### config.mk
export PLATFORM = sky130hd
export DESIGN_NAME = mac_requant
export DESIGN_NICKNAME = d
export VERILOG_FILES = /design/src/rtl/aegnn_pkg.sv /design/src/rtl/requant_fifo.sv /design/src/rtl/mac_requant.sv
export SDC_FILE = /design/constraint.sdc
export NUM_CORES = 1
export LEC_CHECK = 0
export ABC_AREA = 1
export BUFFER_PORTS_ARGS = -buffer_cell sky130_fd_sc_hd__clkbuf_2
export CAP_MARGIN = 10
export CORE_MARGIN = 5
export CORE_UTILIZATION = 45
export CTS_CLUSTER_SIZE = 25
export DETAILED_ROUTE_END_ITERATION = 10
export GPL_TIMING_DRIVEN = 1
export SLEW_MARGIN = 5
export SYNTH_ARGS = -nofsm -noshare
export SYNTH_HDL_FRONTEND = slang
export SYNTH_SLANG_ARGS = --single-unit
### constraint.sdc
create_clock -name clk -period 2.11 [get_ports clk]
set_input_delay 0.422 -clock clk [delete_from_list [all_inputs] [get_ports clk]]
set_output_delay 0.422 -clock clk [all_outputs]
set_load 0.01 [all_outputs]
### src/rtl/aegnn_pkg.sv
// Shared AEGNN datapath types: accumulator and feature widths.
package aegnn_pkg;

    localparam int ACC_W = 24;
    localparam int F_W   = 8;

    typedef logic signed [ACC_W-1:0] accum_t;
    typedef logic        [F_W-1:0]   f_t;

endpackage

### src/rtl/requant_fifo.sv
// Small synchronous FIFO holding requantized results; registered head, sync clear.
module requant_fifo #(
    parameter  int DEPTH = 4,
    parameter  int WIDTH = 8,
    localparam int CNT_W = $clog2(DEPTH + 1)
) (
    input  logic             clk,
    input  logic             rst,
    input  logic             clear,
    input  logic             push,
    input  logic [WIDTH-1:0] din,
    input  logic             pop,
    output logic [WIDTH-1:0] dout,
    output logic [CNT_W-1:0] count,
    output logic             full,
    output logic             empty
);

    localparam int PTR_W = (DEPTH > 1) ? $clog2(DEPTH) : 1;

    logic [WIDTH-1:0] mem [DEPTH];
    logic [PTR_W-1:0] wr_ptr;
    logic [PTR_W-1:0] rd_ptr;
    logic             do_push;
    logic             do_pop;

    assign full    = (count == CNT_W'(DEPTH));
    assign empty   = (count == '0);
    assign do_pop  = pop && !empty;
    assign do_push = push && (!full || do_pop);
    assign dout    = mem[rd_ptr];

    always_ff @(posedge clk or posedge rst) begin
        if (rst) begin
            wr_ptr <= '0;
            rd_ptr <= '0;
            count  <= '0;
        end else if (clear) begin
            wr_ptr <= '0;
            rd_ptr <= '0;
            count  <= '0;
        end else begin
            if (do_push)
                wr_ptr <= (wr_ptr == PTR_W'(DEPTH - 1)) ? '0 : wr_ptr + 1'b1;
            if (do_pop)
                rd_ptr <= (rd_ptr == PTR_W'(DEPTH - 1)) ? '0 : rd_ptr + 1'b1;
            count <= count + CNT_W'(do_push) - CNT_W'(do_pop);
        end
    end

    always_ff @(posedge clk) begin
        if (do_push && !clear)
            mem[wr_ptr] <= din;
    end

endmodule

### src/rtl/mac_requant.sv
// Bias add, shift, ReLU/clamp requantizer with a 4-deep credit-managed output FIFO.
// Define REQUANT_ROUND_EN for round-half-up before the shift; default truncates.
module mac_requant
    import aegnn_pkg::*;
#(
    parameter int NUM_CH = 16,
    parameter int SHIFT  = 8
) (
    input  logic                      clk,
    input  logic                      rst,
    input  logic                      clear,
    input  logic                      in_valid,
    output logic                      in_ready,
    input  accum_t                    in_accum,
    input  accum_t                    in_bias,
    output logic                      out_valid,
    input  logic                      out_ready,
    output f_t                        out_feature,
    output logic [$clog2(NUM_CH)-1:0] out_ch,
    output logic                      out_last,
    output logic                      out_sat
);

    localparam int CH_W       = $clog2(NUM_CH);
    localparam int FIFO_DEPTH = 4;
    localparam int CNT_W      = $clog2(FIFO_DEPTH + 1);
    localparam int PAY_W      = 1 + CH_W + F_W;
    localparam int F_MAX_I    = (1 << F_W) - 1;
    localparam logic signed [ACC_W+1:0] F_MAX = $signed((ACC_W + 2)'(F_MAX_I));
`ifdef REQUANT_ROUND_EN
    localparam logic signed [ACC_W+1:0] ROUND_ADD = $signed((ACC_W + 2)'(1 << (SHIFT - 1)));
`endif

    logic signed [ACC_W:0]   s1_sum;
    logic                    s1_valid;
    logic [CH_W-1:0]         s1_ch;
    logic [CH_W-1:0]         ch_cnt;
    logic                    accept;

    logic signed [ACC_W+1:0] rsum;
    logic signed [ACC_W+1:0] shifted;
    f_t                      s2_feature;
    logic                    s2_sat;

    logic [PAY_W-1:0]        fifo_dout;
    logic [CNT_W-1:0]        fifo_count;
    logic                    fifo_full;
    logic                    fifo_empty;
    logic                    head_sat;
    logic [CH_W-1:0]         head_ch;
    f_t                      head_feature;
    logic [CNT_W:0]          credit_used;

    assign accept = in_valid && in_ready && !clear;

    always_ff @(posedge clk or posedge rst) begin
        if (rst) begin
            s1_valid <= 1'b0;
            s1_sum   <= '0;
            s1_ch    <= '0;
            ch_cnt   <= '0;
        end else begin
            s1_valid <= accept;
            if (accept) begin
                s1_sum <= {in_accum[ACC_W-1], in_accum} + {in_bias[ACC_W-1], in_bias};
                s1_ch  <= ch_cnt;
            end
            if (clear)
                ch_cnt <= '0;
            else if (accept)
                ch_cnt <= (ch_cnt == CH_W'(NUM_CH - 1)) ? '0 : ch_cnt + 1'b1;
        end
    end

    // S2 is computed from S1 and registered directly as the FIFO entry,
    // which gives the two-edge latency from acceptance to out_valid.
    always_comb begin
        rsum = {s1_sum[ACC_W], s1_sum};
`ifdef REQUANT_ROUND_EN
        rsum = rsum + ROUND_ADD;
`endif
        shifted    = rsum >>> SHIFT;
        s2_feature = '0;
        s2_sat     = 1'b0;
        if (shifted[ACC_W+1]) begin
            s2_feature = '0;
        end else if (shifted > F_MAX) begin
            s2_feature = '1;
            s2_sat     = 1'b1;
        end else begin
            s2_feature = shifted[F_W-1:0];
        end
    end

    requant_fifo #(
        .DEPTH (FIFO_DEPTH),
        .WIDTH (PAY_W)
    ) u_fifo (
        .clk   (clk),
        .rst   (rst),
        .clear (clear),
        .push  (s1_valid && !clear),
        .din   ({s2_sat, s1_ch, s2_feature}),
        .pop   (out_valid && out_ready),
        .dout  (fifo_dout),
        .count (fifo_count),
        .full  (fifo_full),
        .empty (fifo_empty)
    );

    // Credits count everything already committed downstream, so the FIFO can never overflow.
    assign credit_used = {1'b0, fifo_count} + (CNT_W + 1)'(s1_valid);
    assign in_ready    = !rst && !fifo_full && (credit_used < (CNT_W + 1)'(FIFO_DEPTH));

    assign {head_sat, head_ch, head_feature} = fifo_dout;

    assign out_valid   = !rst && !fifo_empty;
    assign out_feature = out_valid ? head_feature : '0;
    assign out_ch      = out_valid ? head_ch : '0;
    assign out_sat     = out_valid && head_sat;
    assign out_last    = out_valid && (head_ch == CH_W'(NUM_CH - 1));

endmodule

==> impl_metrics.ini <==
[run_status]
status = finished clean

[worst_setup_path]
critPathArrivalTime_ps = 1650
startpoint = u_fifo.rd_ptr[0]
crit_path_end_kind = output pin
rr_startpoint = u_fifo.count[2]
cp_max_fo = 11
cp_data_required_time_ps = 1690
r2r-end = u_fifo.count[2]
rrSetupSlack_ps = 160
cp-start-kind = register
crit_type = reg -> out
r2r_cells = 11

[clock_network]
clock_latency_ps = 340
ctsRootBufferMaster = clkbuf_16
cts_max_level = 3
clock_sinks = 85
max-clock-path-buffers = 2
numCtsBuffers = 9
cts_tree = built
clkTransAtPathRegs_ps = 60

[place]
routabilityCongestion = 0.8791
dp_worst_setup_slack_ps = 39.98
port_buffers = 68
dp_hpwl_microns = 9821

[final_layout]
area_growth_pct = 20.45
drive_gt1_frac = 0.1728
filler_cell_count = 1095
final_nets = 868
n_antenna_cell = 0
final_core_util = 0.5541

[synthesis]
syn-num-nets = 773
synthFlopType = edfxtp_1
syn-cell-area_sq_um = 5275
synth_edf_count = 52
synth-seq-area-share = 0.4526
yosys-top-cells-count = 204 x nand2_1, 105 x inv_1, 90 x nor2_1
synthArstFlopShare = 0.3882
yosysWarningCount = 0
synth.area.top_cells = edfxtp_1 30%, dfrtp_1 16%, nand2_1 15%, ha_1 7.6%, inv_1 7.5%
synthCells = 687
syn_avg_cell_area_sq_um = 7.678
yosys.cell_count.top_type = nand2_1
synth.distinct_cells = 38
synth_area_leader_cell = edfxtp_1
synth_top_cell_area_share = 0.2960
ys_seq_elements = 85

[floorplanning]
ios = 69
start_util = 0.4600
core_sq_um = 11470
rows = 39
chipWidth_microns = 118.3
fp.dieH_microns = 118.3
die_area_sq_um = 13990

[detailed_routing]
ant_nets = 0
via_count = 4569
vias_per_cell = 4.913
drc = 0
drt_iter0_drc = 210
dr.pass1.iters = 5
routedWlPerCell_microns = 13.40
drt_wl_total_microns = 12470

[grt]
grt.total_usage = 0.1825
antenna_found_initial = 0
grt_pass1_wl_microns = 21070
gr-total-overflow = 0
grt_max_degree = 26
grt_pass1_vias = 4512

[hold_path]
worstHoldPathType = in -> async

[sta]
skew_ps = 10.13
fin_crit_sh = 0.9815
hold_violations = 0
setup_viol = 0
slew_viol_final = 0
fmax_ghz = 0.4829
rsz0062_at_grt = true
timing.final.crit_period_ps = 2071
fin_tns_setup_ps = 0
fin_ws_ps = 38.97
holdWs_ps = 101.4
tightest_slew_ps = 377.0
max-slew-margin-rel = 0.7460

[job]
drv_cap = 0

[pwr]
irDropWorstVdd_v = 0.0005409
pwr_density_cell_nw_per_um2 = 836.2
power_uw = 5313
p_leak_uw = 0.003200
layout make-up:
type,instances,area (sq um),share of cell area
clock inverters,4,26.28,0.004135
multi-input cells,482,2489,0.3917
well taps,143,178.9,0.02816
clock buffers,12,236.5,0.03722
repair buffers,96,615.6,0.09689
flip-flops and latches,85,2389,0.3759
inverters,108,419.2,0.06597
critical path: stages, from the launching register on:
cell     delay [ps]
dfrtp_2         460
inv_4           100
buf_4           170
o21ai_0         340
a21oi_4         100
buf_2           150
where the power goes:
part / switching [uW] / internal (uW)
registers: 151 / 2120
logic: 1020 / 635
clock network: 595 / 795
total: 1760 / 3550
state kept, by name (all words and copies together) (netlist names):
| name | flops |
|---|---|
| u_fifo.count | 3 |
| u_fifo.mem | 52 |
| ch_cnt | 4 |
| u_fifo.wr_ptr | 2 |
| s1_valid | 1 |
| s1_sum | 17 |
| s1_ch | 4 |
| u_fifo.rd_ptr | 2 |
cell usage in the layout (no fill, tap or decap), types with 20 or more instances in the layout:
cell type / count
nor2_1: 90
edfxtp_1: 52
nand3_1: 43
clkbuf_2: 59
nand2_1: 204
ha_1: 32
buf_4: 20
dfrtp_1: 32
o21ai_0: 32
inv_1: 102
a21oi_1: 25
timing repair:
action / CTS / global route
resized for setup: 8 / 32
hold buffers: 0 / 0
buffers inserted: 5 / 2
endpoints found under the setup margin: 14 / 15
pin swaps: 1 / 2
cell families after synthesis:
group / after synthesis / share of synthesized area
buf+inv: 120 / 0.09013
flops: 85 / 0.4526
xor+xnor: 3 / 0.006406
simple gates: 367 / 0.2927
compound gates: 79 / 0.07851
fa+ha+maj: 33 / 0.07970
metrics by stage:
step                cells  cell area (sq um)
floorplan             687               5281
global placement      907               5942
detailed placement    907               5942
CTS                   928               6265
global route          930               6354
finish                930               6354
worst max path at each step:
stage / end / slack, ps
floorplan: u_fifo.count[2] / 50
global placement: u_fifo.count[2] / 80
detailed placement: u_fifo.count[2] / 40
CTS: out_last / -20
global route: out_last / -60
finish: out_feature[7] / 40
per-layer routing:
layer	global-route usage	wire length, microns	vias up
met5	0	0	-
met4	0.05806	264	0
met3	0.03056	503	20
met2	0.3045	5921	106
met1	0.2430	5777	2052
li1	-	-	2391
No activity file was read; power rests on OpenSTA's default activity.
